File: src/rtl/main_memory_arbiter_pkg.sv
`default_nettype none
//==============================================================================
// Module : main_memory_arbiter_pkg
// Brief  : Shared architecture constants: pipeline stages, instruction types,
//          memory arbiter FSM encodings and requester identifiers.
// Rev    : 1.0
//==============================================================================
package main_memory_arbiter_pkg;

   typedef enum logic [2:0] {
      STAGE_IF  = 3'd0,
      STAGE_ID  = 3'd1,
      STAGE_EX  = 3'd2,
      STAGE_MEM = 3'd3,
      STAGE_WB  = 3'd4
   } pipe_stage_t;

   typedef enum logic [1:0] {
      ITYPE_ALU    = 2'd0,
      ITYPE_LOAD   = 2'd1,
      ITYPE_STORE  = 2'd2,
      ITYPE_BRANCH = 2'd3
   } instr_type_t;

   typedef enum logic [1:0] {
      IDLE      = 2'd0,
      READ_WAIT = 2'd1,
      WRITE     = 2'd2,
      RESPOND   = 2'd3
   } mem_state_t;

   localparam logic c_owner_fetch   = 1'b0;
   localparam logic c_owner_data    = 1'b1;
   localparam int   c_lat_cnt_width = 4;

   // Counter preload so that the last READ_WAIT cycle is the one with count 0.
   function automatic logic [c_lat_cnt_width-1:0] latency_preload(input int latency);
      return c_lat_cnt_width'(latency - 1);
   endfunction

endpackage
`default_nettype wire

File: src/rtl/main_memory_arbiter_if.sv
`default_nettype none
//==============================================================================
// Module : main_memory_arbiter_if
// Brief  : Fetch, data-stage and main-memory signals of the memory arbiter.
// Rev    : 1.0
//==============================================================================
interface main_memory_arbiter_if;

   logic        if_req;
   logic [31:0] if_addr;
   logic        if_ready;
   logic        if_valid;
   logic [31:0] if_rdata;

   logic        d_req;
   logic        d_we;
   logic [31:0] d_addr;
   logic [31:0] d_wdata;
   logic        d_ready;
   logic        d_valid;
   logic [31:0] d_rdata;

   logic [31:0] mem_read_address;
   logic [31:0] mem_write_address;
   logic [31:0] mem_write_data;
   logic        mem_write_enable;
   logic [31:0] mem_read_data;

   modport slave (
      input  if_req, if_addr,
      output if_ready, if_valid, if_rdata,
      input  d_req, d_we, d_addr, d_wdata,
      output d_ready, d_valid, d_rdata,
      output mem_read_address, mem_write_address, mem_write_data, mem_write_enable,
      input  mem_read_data
   );

   modport master (
      output if_req, if_addr,
      input  if_ready, if_valid, if_rdata,
      output d_req, d_we, d_addr, d_wdata,
      input  d_ready, d_valid, d_rdata,
      input  mem_read_address, mem_write_address, mem_write_data, mem_write_enable,
      output mem_read_data
   );

endinterface
`default_nettype wire

File: src/rtl/main_memory_arbiter_rr_arbiter.sv
`default_nettype none
//==============================================================================
// Module : mem_rr_arbiter
// Brief  : Two-input round-robin arbiter (fetch vs. data) with a registered
//          last-grant bit; a tie goes to the requester not granted last.
// Rev    : 1.0
//==============================================================================
module mem_rr_arbiter
   import main_memory_arbiter_pkg::*;
(
   input  wire logic clk,
   input  wire logic rst,
   input  wire logic i_en,
   input  wire logic i_req_fetch,
   input  wire logic i_req_data,
   output logic      o_gnt_fetch,
   output logic      o_gnt_data
);

   logic r_last;

   always_comb begin
      o_gnt_fetch = 1'b0;
      o_gnt_data  = 1'b0;
      if (i_en) begin
         if (i_req_fetch && i_req_data) begin
            o_gnt_fetch = (r_last == c_owner_data);
            o_gnt_data  = (r_last == c_owner_fetch);
         end else begin
            o_gnt_fetch = i_req_fetch;
            o_gnt_data  = i_req_data;
         end
      end
   end

   always_ff @(posedge clk or posedge rst) begin
      if (rst) begin
         r_last <= c_owner_fetch;
      end else if (o_gnt_data) begin
         r_last <= c_owner_data;
      end else if (o_gnt_fetch) begin
         r_last <= c_owner_fetch;
      end
   end

endmodule
`default_nettype wire

File: src/rtl/main_memory_arbiter.sv
`default_nettype none
//==============================================================================
// Module : main_memory_arbiter
// Brief  : Shares one main-memory port between instruction fetch and the data
//          stage, one transaction outstanding at a time.
// Rev    : 1.0
//==============================================================================
module main_memory_arbiter
   import main_memory_arbiter_pkg::*;
#(
   parameter int READ_LATENCY = 1
)(
   input  wire logic            clk,
   input  wire logic            rst,
   main_memory_arbiter_if.slave bus
);

   mem_state_t                 r_state;
   mem_state_t                 w_state_next;
   logic                       r_owner;
   logic [31:0]                r_addr;
   logic [31:0]                r_wdata;
   logic [31:0]                r_if_rdata;
   logic [31:0]                r_d_rdata;
   logic [c_lat_cnt_width-1:0] r_cnt;

   logic w_arb_en;
   logic w_gnt_fetch;
   logic w_gnt_data;
   logic w_accept;
   logic w_if_ready;
   logic w_d_ready;
   logic w_if_valid;
   logic w_d_valid;
   logic w_mem_we;

   // Gating with rst keeps ready low while reset is held.
   assign w_arb_en = (r_state == IDLE) && !rst;
   assign w_accept = w_gnt_fetch | w_gnt_data;

   mem_rr_arbiter u_arbiter (
      .clk         (clk),
      .rst         (rst),
      .i_en        (w_arb_en),
      .i_req_fetch (bus.if_req),
      .i_req_data  (bus.d_req),
      .o_gnt_fetch (w_gnt_fetch),
      .o_gnt_data  (w_gnt_data)
   );

   always_ff @(posedge clk or posedge rst) begin
      if (rst) begin
         r_state <= IDLE;
      end else begin
         r_state <= w_state_next;
      end
   end

   always_comb begin
      w_state_next = r_state;
      w_if_ready   = 1'b0;
      w_d_ready    = 1'b0;
      w_if_valid   = 1'b0;
      w_d_valid    = 1'b0;
      w_mem_we     = 1'b0;
      case (r_state)
         IDLE: begin
            w_if_ready = w_gnt_fetch;
            w_d_ready  = w_gnt_data;
            if (w_gnt_fetch) begin
               w_state_next = READ_WAIT;
            end else if (w_gnt_data) begin
               w_state_next = bus.d_we ? WRITE : READ_WAIT;
            end
         end
         READ_WAIT: begin
            if (r_cnt == '0) begin
               w_state_next = RESPOND;
            end
         end
         WRITE: begin
            w_mem_we     = 1'b1;
            w_state_next = RESPOND;
         end
         RESPOND: begin
            w_if_valid   = (r_owner == c_owner_fetch);
            w_d_valid    = (r_owner == c_owner_data);
            w_state_next = IDLE;
         end
         default: w_state_next = IDLE;
      endcase
   end

   always_ff @(posedge clk or posedge rst) begin
      if (rst) begin
         r_owner    <= c_owner_fetch;
         r_addr     <= '0;
         r_wdata    <= '0;
         r_if_rdata <= '0;
         r_d_rdata  <= '0;
         r_cnt      <= '0;
      end else if (w_accept) begin
         r_owner <= w_gnt_data ? c_owner_data : c_owner_fetch;
         r_addr  <= w_gnt_data ? bus.d_addr : bus.if_addr;
         if (w_gnt_data) begin
            r_wdata <= bus.d_wdata;
         end
         r_cnt <= latency_preload(READ_LATENCY);
      end else if (r_state == READ_WAIT) begin
         if (r_cnt != '0) begin
            r_cnt <= r_cnt - 1'b1;
         end else if (r_owner == c_owner_data) begin
            r_d_rdata <= bus.mem_read_data;
         end else begin
            r_if_rdata <= bus.mem_read_data;
         end
      end
   end

   assign bus.if_ready          = w_if_ready;
   assign bus.d_ready           = w_d_ready;
   assign bus.if_valid          = w_if_valid;
   assign bus.d_valid           = w_d_valid;
   assign bus.if_rdata          = r_if_rdata;
   assign bus.d_rdata           = r_d_rdata;
   assign bus.mem_read_address  = r_addr;
   assign bus.mem_write_address = r_addr;
   assign bus.mem_write_data    = r_wdata;
   assign bus.mem_write_enable  = w_mem_we;

endmodule
`default_nettype wire

File: src/flat_wrapper.sv
// flat-port wrapper written by rule: the top's interface ports become plain ports
module main_memory_arbiter_flat import main_memory_arbiter_pkg::*;
#(
   parameter int READ_LATENCY = 1
)
  (clk, rst, bus_if_req, bus_if_addr, bus_if_ready, bus_if_valid, bus_if_rdata, bus_d_req, bus_d_we, bus_d_addr, bus_d_wdata, bus_d_ready, bus_d_valid, bus_d_rdata, bus_mem_read_address, bus_mem_write_address, bus_mem_write_data, bus_mem_write_enable, bus_mem_read_data);
  main_memory_arbiter_if bus_i ();
  input  wire logic clk;
  input  wire logic rst;
  input wire logic [$bits(bus_i.if_req)-1:0] bus_if_req;
  input wire logic [$bits(bus_i.if_addr)-1:0] bus_if_addr;
  output wire logic [$bits(bus_i.if_ready)-1:0] bus_if_ready;
  output wire logic [$bits(bus_i.if_valid)-1:0] bus_if_valid;
  output wire logic [$bits(bus_i.if_rdata)-1:0] bus_if_rdata;
  input wire logic [$bits(bus_i.d_req)-1:0] bus_d_req;
  input wire logic [$bits(bus_i.d_we)-1:0] bus_d_we;
  input wire logic [$bits(bus_i.d_addr)-1:0] bus_d_addr;
  input wire logic [$bits(bus_i.d_wdata)-1:0] bus_d_wdata;
  output wire logic [$bits(bus_i.d_ready)-1:0] bus_d_ready;
  output wire logic [$bits(bus_i.d_valid)-1:0] bus_d_valid;
  output wire logic [$bits(bus_i.d_rdata)-1:0] bus_d_rdata;
  output wire logic [$bits(bus_i.mem_read_address)-1:0] bus_mem_read_address;
  output wire logic [$bits(bus_i.mem_write_address)-1:0] bus_mem_write_address;
  output wire logic [$bits(bus_i.mem_write_data)-1:0] bus_mem_write_data;
  output wire logic [$bits(bus_i.mem_write_enable)-1:0] bus_mem_write_enable;
  input wire logic [$bits(bus_i.mem_read_data)-1:0] bus_mem_read_data;
  assign bus_i.if_req = bus_if_req;
  assign bus_i.if_addr = bus_if_addr;
  assign bus_if_ready = bus_i.if_ready;
  assign bus_if_valid = bus_i.if_valid;
  assign bus_if_rdata = bus_i.if_rdata;
  assign bus_i.d_req = bus_d_req;
  assign bus_i.d_we = bus_d_we;
  assign bus_i.d_addr = bus_d_addr;
  assign bus_i.d_wdata = bus_d_wdata;
  assign bus_d_ready = bus_i.d_ready;
  assign bus_d_valid = bus_i.d_valid;
  assign bus_d_rdata = bus_i.d_rdata;
  assign bus_mem_read_address = bus_i.mem_read_address;
  assign bus_mem_write_address = bus_i.mem_write_address;
  assign bus_mem_write_data = bus_i.mem_write_data;
  assign bus_mem_write_enable = bus_i.mem_write_enable;
  assign bus_i.mem_read_data = bus_mem_read_data;
  main_memory_arbiter #(.READ_LATENCY(READ_LATENCY)) u_core (.clk(clk), .rst(rst), .bus(bus_i));
endmodule
File: config.mk
export PLATFORM = sky130hd
export DESIGN_NAME = main_memory_arbiter_flat
export DESIGN_NICKNAME = d
export VERILOG_FILES = /design/src/rtl/main_memory_arbiter_pkg.sv /design/src/rtl/main_memory_arbiter_if.sv /design/src/rtl/main_memory_arbiter_rr_arbiter.sv /design/src/rtl/main_memory_arbiter.sv /design/src/flat_wrapper.sv
export SDC_FILE = /design/constraint.sdc
export NUM_CORES = 1
export LEC_CHECK = 0
export CORE_MARGIN = 10
export CORE_UTILIZATION = 41
export DETAILED_ROUTE_END_ITERATION = 10
export HOLD_SLACK_MARGIN = 0.08
export PLACE_DENSITY = 0.92
export SLEW_MARGIN = 20
export SYNTH_ARGS = -nofsm -noshare
export SYNTH_HDL_FRONTEND = slang
export SYNTH_HIERARCHICAL = 1
export SYNTH_SLANG_ARGS = --single-unit
File: constraint.sdc
create_clock -name clk -period 5 [get_ports clk]
set_input_delay 1 -clock clk [delete_from_list [all_inputs] [get_ports clk]]
set_output_delay 1 -clock clk [all_outputs]
set_load 0.01 [all_outputs]
==> metrics.md, run 1 <==
| Metric | Value |
|---|---|
| Seq/Total Area, Yosys | 56.9% |
| Hold Crit Start | u_core/bus.mem_write_data[15]$_DFFE_PP0P_ |
| Synth Area in Compound Gates | 4.67% |
| CTS buffer count | 17 |
| Vias per cell | 4.94 |
| Worst reg2reg path startpoint | u_core/r_state[1]$_DFFE_PP0P_ |
| Synth Cell Area | 5980 um2 |
| Largest net degree at the start of global routing | 73 |
| Initial drt markers | 214 |
| Mean post-synth cell area | 13.6 um2 |
| PD cells | 662 nW/um2 |
| Initial Util | 41.4% |
| Syn. warnings | 6 |
| Final setup viols | 0 |
| Commonest non-fill, non-tap cells in the layout | clkdlybuf4s50_1 (297), dfrtp_1 (136), mux2_2 (66) |
| Worst hold slack | 503 ps |
| Die height | 141 um |
| Max H-tree Level | 4 |
| Total number of vias | 4,446 |
| First-pass GRT wire length | 28,200 um |
| Vias in the first global route | 4,967 |
| CTS sink count | 136 |
| Static leakage | 4.00 nW |
| Max VDD drop | 0.344 mV |
| I/O Pins | 298 |
| Total power | 6.29 mW |
| Post-route DRC | 0 |
| Die area | 19,800 um2 |
| Area Overhead vs Synth | 59.1% |
| CP required | 4000 ps |
| Crit share post-route | 82.3% |
| Core Area | 14,400 um2 |
| Hold_buf cts | 0 |
| Mux share of post-synthesis cell area | 25.3% |
| Syn_nets | 576 |
| Die W | 141 um |
| Place WS | 899 ps |
| Final hold violation count | 0 |
| Overflow left after global routing | 0 |
| CP arrival | 3120 ps |
| Peak Freq | 243 MHz |
| Initial antenna violation count | 0 |
| Wire per inst | 20.4 um |
| DP HPWL | 14,400 um |
| Worst hold path type | register to register |
| Setup TNS after final layout | 0 ps |
| Top Metal Used | met4 |
| Status | finished, final reports clean |
| Worst slew pin tran | 876 ps |
| Layout cell share with drive strength beyond 1 | 19.3% |
| Routed wl met2 | 9740 um |
| Total GRT Usage | 18.1% |
| Crit path max fanout | 14 |
| Largest family of logic cells by synthesized area | multiplexers |
| Setup crit start | rst |
| Startpoint Class | input port |
| Adder-cell share of the synthesized area | 1.05% |
| Met3 WL | 1460 um |
| Most common cell after layout, fill and taps aside | clkdlybuf4s50_1 |
| CTS Root Cell | clkbuf_16 |
| Register bit total from synthesis | 136 |
| Worst relative slew slack | 41.5% |
| Worst Setup End Kind | output port |
| Clock buffer depth | 2 |
| Post-synthesis xor/xnor area fraction | 0.147% |
| Post-CTS Resized | 0 |
| Distinct cells, synth | 35 |
| IO Port Bufs | 297 |
| Clock Skews | 11.0 ps |
| Ant diodes | 0 |
| Synth Instances | 438 |
| Unrepaired setup endpoints after global routing | no |
| Layout net count | 842 |
| Worst setup path class | input port to output port |
| Min cycle time layout | 4120 ps |
| Worst Setup Slack, final | 885 ps |
| Max Cap Violations | 0 |
| DRT Pass-1 Iters | 4 |
| Core Rows | 44 |
| Final slew viol count | 0 |
| Total routed wirelength | 18,400 um |
| Post-synthesis simple-gate area fraction | 4.88% |
| Clock slew at reported path FFs | 60 ps |
| Routed Antenna Nets | 0 |
| Worst skew pair latency | 420 ps |
| CTS tree | yes |
| Number of post-CTS setup repair buffers | 0 |
| GP Congestion | 0.870 |
| Met1 WL | 6620 um |
-- logic make-up after synthesis --
logic type | after synthesis
flip-flops | 136
multiplexers | 128
buffers and inverters | 65
AND/OR/NAND/NOR | 54
AO/OA/AOI/OAI | 49
adder cells (fa/ha/maj) | 5
XOR/XNOR | 1
-- cell usage after synthesis --
| cell | number | area, um2 |
|---|---|---|
| buf_4 | 32 | 240 |
| nor3b_4 | 1 | 18.8 |
| a21o_1 | 1 | 7.51 |
| a31oi_1 | 1 | 6.26 |
| nor2b_1 | 3 | 18.8 |
| nand3_1 | 1 | 5.00 |
| buf_6 | 6 | 67.6 |
| a21oi_2 | 1 | 8.76 |
| nand2_1 | 35 | 131 |
| o211ai_1 | 2 | 15.0 |
| mux2_2 | 66 | 743 |
| or3b_2 | 1 | 8.76 |
| nor4b_1 | 1 | 8.76 |
| a22oi_1 | 1 | 7.51 |
| mux2i_1 | 32 | 320 |
| or3_1 | 2 | 12.5 |
| a21oi_1 | 4 | 20.0 |
| o31ai_1 | 1 | 7.51 |
| o21ai_0 | 34 | 170 |
| o221ai_1 | 1 | 8.76 |
| inv_1 | 10 | 37.5 |
| ha_1 | 5 | 62.6 |
| a22o_1 | 1 | 8.76 |
| xor2_1 | 1 | 8.76 |
| a311oi_1 | 1 | 8.76 |
| and2_1 | 3 | 18.8 |
| a41o_1 | 1 | 10.0 |
| buf_2 | 7 | 35.0 |
| clkbuf_1 | 10 | 37.5 |
| mux2_4 | 30 | 450 |
| nand4b_4 | 1 | 23.8 |
| dfrtp_1 | 136 | 3400 |
| and3_1 | 2 | 12.5 |
| nand4_4 | 1 | 21.3 |
| nor2_1 | 3 | 11.3 |
-- metrics by stage --
step / cells / utilization, % / cell area, um2
final: 900 / 65.9 / 9510
after global routing: 900 / 65.9 / 9510
after CTS: 900 / 65.9 / 9510
after detailed placement: 869 / 61.5 / 8870
after global placement: 869 / 61.5 / 8870
after floorplan: 438 / - / 5980
-- power breakdown --
| group | internal [mW] | total, mW | leakage (nW) | switching (mW) |
|---|---|---|---|---|
| clock network | 0.882 | 1.35 | 0.303 | 0.464 |
| registers | 1.65 | 2.01 | 1.65 | 0.367 |
| logic | 1.81 | 2.93 | 2.05 | 1.12 |
| total | 4.34 | 6.29 | 4.00 | 1.95 |
-- layout make-up --
class / count / area [um2]
fill: 992 / 4910
clock buffer: 19 / 433
clock inverter: 12 / 201
sequential: 136 / 3400
inverter: 10 / 40.0
multi-input combinational: 237 / 2180
timing repair buffer: 302 / 3020
tap: 184 / 230
-- metal layers --
metal  up-vias  track usage, %
met5         -               0
met4         0            8.37
met3        36            7.09
met2       197            32.0
met1      2192            18.3
li1       2021               -
-- worst max-delay path, cell delays in order --
cell and delay (ps):
clkdlybuf4s50_1 490, nor2b_1 240, nand2_1 140, a21oi_4 490
and2_1 220, clkdlybuf4s50_1 540
-- final timing paths --
path | end | slack, ps | depth (start not counted)
worst min register to register | u_core/bus.mem_write_data[15]$_DFFE_PP0P_ | 500 | 1
worst min-delay path | u_core/bus.mem_write_data[15]$_DFFE_PP0P_ | 500 | 1
max in group asynchronous | u_core/r_cnt[3]$_DFFE_PP0P_ | 2970 | 3
worst max register to register | u_core/bus.if_rdata[30]$_DFFE_PP0P_ | 1530 | 9
min in group asynchronous | u_core/u_arbiter/r_last$_DFFE_PP0P_ | 850 | 2
worst max-delay path | bus_if_ready | 880 | 6
-- state kept, by name, indices dropped and copies added, names as in the netlist --
register	flops
u_core/bus.mem_write_data	32
u_core/bus.mem_read_address	32
u_core/r_owner	1
u_core/bus.d_rdata	32
u_core/u_arbiter/r_last	1
u_core/r_cnt	4
u_core/bus.if_rdata	32
u_core/r_state	2
No activity file was read; power rests on OpenSTA's default activity.
==> run 2: changes to the inputs <==
clock period = 4.24 ns   (was 5 ns; I/O delays follow)
==> run 2 against run 1 <==
Net effect:
- die area unchanged
- via count decreased by 0.63%
- sequential share of layout area decreased by 0.12 points
- cell area increased by 0.34%
- non-clock buffer count decreased by 2
- first-iteration DRC count increased by 5.6%
- power increased by 20%
- combinational power increased by 18%
- clock skew decreased by 4.5 ps
- critical endpoint is now bus_d_ready
- critical path type unchanged
==> metrics.md, run 2 (synthesis results as in run 1) <==
| Metric | Value |
|---|---|
| Status | finished, final reports clean |
| Worst slew pin tran | 926 ps |
| Total number of vias | 4,418 |
| Peak Freq | 281 MHz |
| GP Congestion | 0.835 |
| Worst setup path class | input port to output port |
| Setup crit start | rst |
| Commonest non-fill, non-tap cells in the layout | clkdlybuf4s50_1 (297), dfrtp_1 (136), mux2_2 (66) |
| Final slew viol count | 0 |
| DP HPWL | 14,100 um |
| Total routed wirelength | 18,800 um |
| Worst skew pair latency | 410 ps |
| Max H-tree Level | 4 |
| Post-layout util | 66.2% |
| Layout cell share with drive strength beyond 1 | 19.3% |
| Worst Setup End Kind | output port |
| Sw Share | 30.9% |
| PD cells | 790 nW/um2 |
| Total GRT Usage | 18.6% |
| Initial Util | 41.4% |
| Worst Setup Slack, final | 676 ps |
| Min cycle time layout | 3560 ps |
| First-pass GRT wire length | 29,000 um |
| Max VDD drop | 0.419 mV |
| Place WS | 600 ps |
| CP arrival | 2720 ps |
| DRT Pass-1 Iters | 4 |
| Cell mode on critical path | clkdlybuf4s50_1 |
| Vias per cell | 4.91 |
| Hold_buf cts | 0 |
| Wire per inst | 20.9 um |
| Post-CTS Resized | 0 |
| Initial antenna violation count | 0 |
| Layout net count | 840 |
| Core Rows | 44 |
| Crit share post-route | 84.1% |
| CP max stage delay | 560 ps |
| Startpoint Class | input port |
| I/O Pins | 298 |
| Worst hold path type | register to register |
| Core Area | 14,400 um2 |
| Clock slew at reported path FFs | 60 ps |
| IO Port Bufs | 297 |
| Overflow left after global routing | 0 |
| CTS Root Cell | clkbuf_16 |
| Most common cell after layout, fill and taps aside | clkdlybuf4s50_1 |
| Filler cells | 1,022 |
| CP required | 3390 ps |
| Clock Skews | 6.52 ps |
| WP depth | 6 |
| Comb pwr share | 45.9% |
| Final setup viols | 0 |
| Initial drt markers | 226 |
| Largest net degree at the start of global routing | 136 |
| Area Overhead vs Synth | 59.6% |
| Internal power | 5.21 mW |
| Clock buffer depth | 2 |
| Post-route DRC | 0 |
| Critical-path cell list | clkdlybuf4s50_1, nor2b_1, nand2_1, a21oi_4, and2_1, clkdlybuf4s50_1 |
| Setup TNS after final layout | 0 ps |
| NetSw | 2.33 mW |
| CTS sink count | 136 |
| Worst reg2reg path startpoint | u_core/r_state[1]$_DFFE_PP0P_ |
| Flop2flop setup slack | 1120 ps |
| Sequential group share of total power | 31.4% |
| Buf/Inv on CP | 2 |
| Static leakage | 4.01 nW |
| FF-to-FF path depth | 8 |
| Crit path max fanout | 10 |
| Vias in the first global route | 5,035 |
| Worst relative slew slack | 38.3% |
| Slowest cell on crit path | clkdlybuf4s50_1 |
| Setup crit end | bus_d_ready |
| Ant diodes | 0 |
| CTS buffer count | 17 |
| Die height | 141 um |
| Clk network pwr share | 22.6% |
| Die area | 19,800 um2 |
| Delay-heaviest family, CP | buffers and inverters |
| CTS tree | yes |
| Unrepaired setup endpoints after global routing | no |
| Die W | 141 um |
| R2r endpoint | u_core/bus.if_rdata[11]$_DFFE_PP0P_ |
| Max Cap Violations | 0 |
| Number of post-CTS setup repair buffers | 0 |
| Routed Antenna Nets | 0 |
| Total power | 7.54 mW |
| Final hold violation count | 0 |
| Worst hold slack | 504 ps |
-- run 2: cell types whose count changed in the layout (fill, tap and decap cells not counted), sizes merged --
cell	change
clkinvlp	-1
inv	+4
bufinv	+1
buf	-2
clkinv	-3
-- run 2: metrics by stage --
step	cells	cell area, um2
final	899	9540
after global routing	899	9540
after CTS	899	9540
after detailed placement	867	8860
after global placement	867	8860
after floorplan	438	5980
-- run 2: worst min-delay path by stage --
stage | start | end | slack (ps) | cells past startpoint
global placement | u_core/bus.d_rdata[31]$_DFFE_PP0P_ | u_core/bus.d_rdata[31]$_DFFE_PP0P_ | 490 | 1
floorplan | u_core/u_arbiter/r_last$_DFFE_PP0P_ | u_core/u_arbiter/r_last$_DFFE_PP0P_ | 520 | 2
finish | u_core/bus.mem_write_data[25]$_DFFE_PP0P_ | u_core/bus.mem_write_data[25]$_DFFE_PP0P_ | 500 | 1
global route | u_core/bus.d_rdata[2]$_DFFE_PP0P_ | u_core/bus.d_rdata[2]$_DFFE_PP0P_ | 520 | 1
CTS | u_core/bus.mem_write_data[25]$_DFFE_PP0P_ | u_core/bus.mem_write_data[25]$_DFFE_PP0P_ | 510 | 1
detailed placement | u_core/bus.if_rdata[10]$_DFFE_PP0P_ | u_core/bus.if_rdata[10]$_DFFE_PP0P_ | 500 | 1
-- run 2: area by class of cell --
type / count / area [um2] / area share (%)
Timing Repair Buffer: 300 / 3010 / 31.5
Inverter: 10 / 41.3 / 0.433
Clock inverter: 13 / 238 / 2.49
Multi-Input combinational cell: 237 / 2180 / 22.8
Sequential cell: 136 / 3400 / 35.7
Tap cell: 184 / 230 / 2.41
Clock buffer: 19 / 443 / 4.64
-- run 2: power by group through the flow --
stage	Sequential [mW]	Clock (mW)	Combinational [mW]
floorplan	2.59	0	1.42
global placement	2.32	0	3.40
detailed placement	2.38	0	3.50
CTS	2.38	1.74	3.52
global route	2.45	1.80	3.67
finish	2.37	1.71	3.46
-- run 2: per-layer routing --
layer  vias to the layer above  part of all wire (%)  GRT usage (%)
met3                        25                   8.1           7.52
met2                       192                    55           33.5
met4                         0                   2.2           7.39
met1                      2174                    35           18.7
li1                       2027                     -              -
met5                         -                     0              0
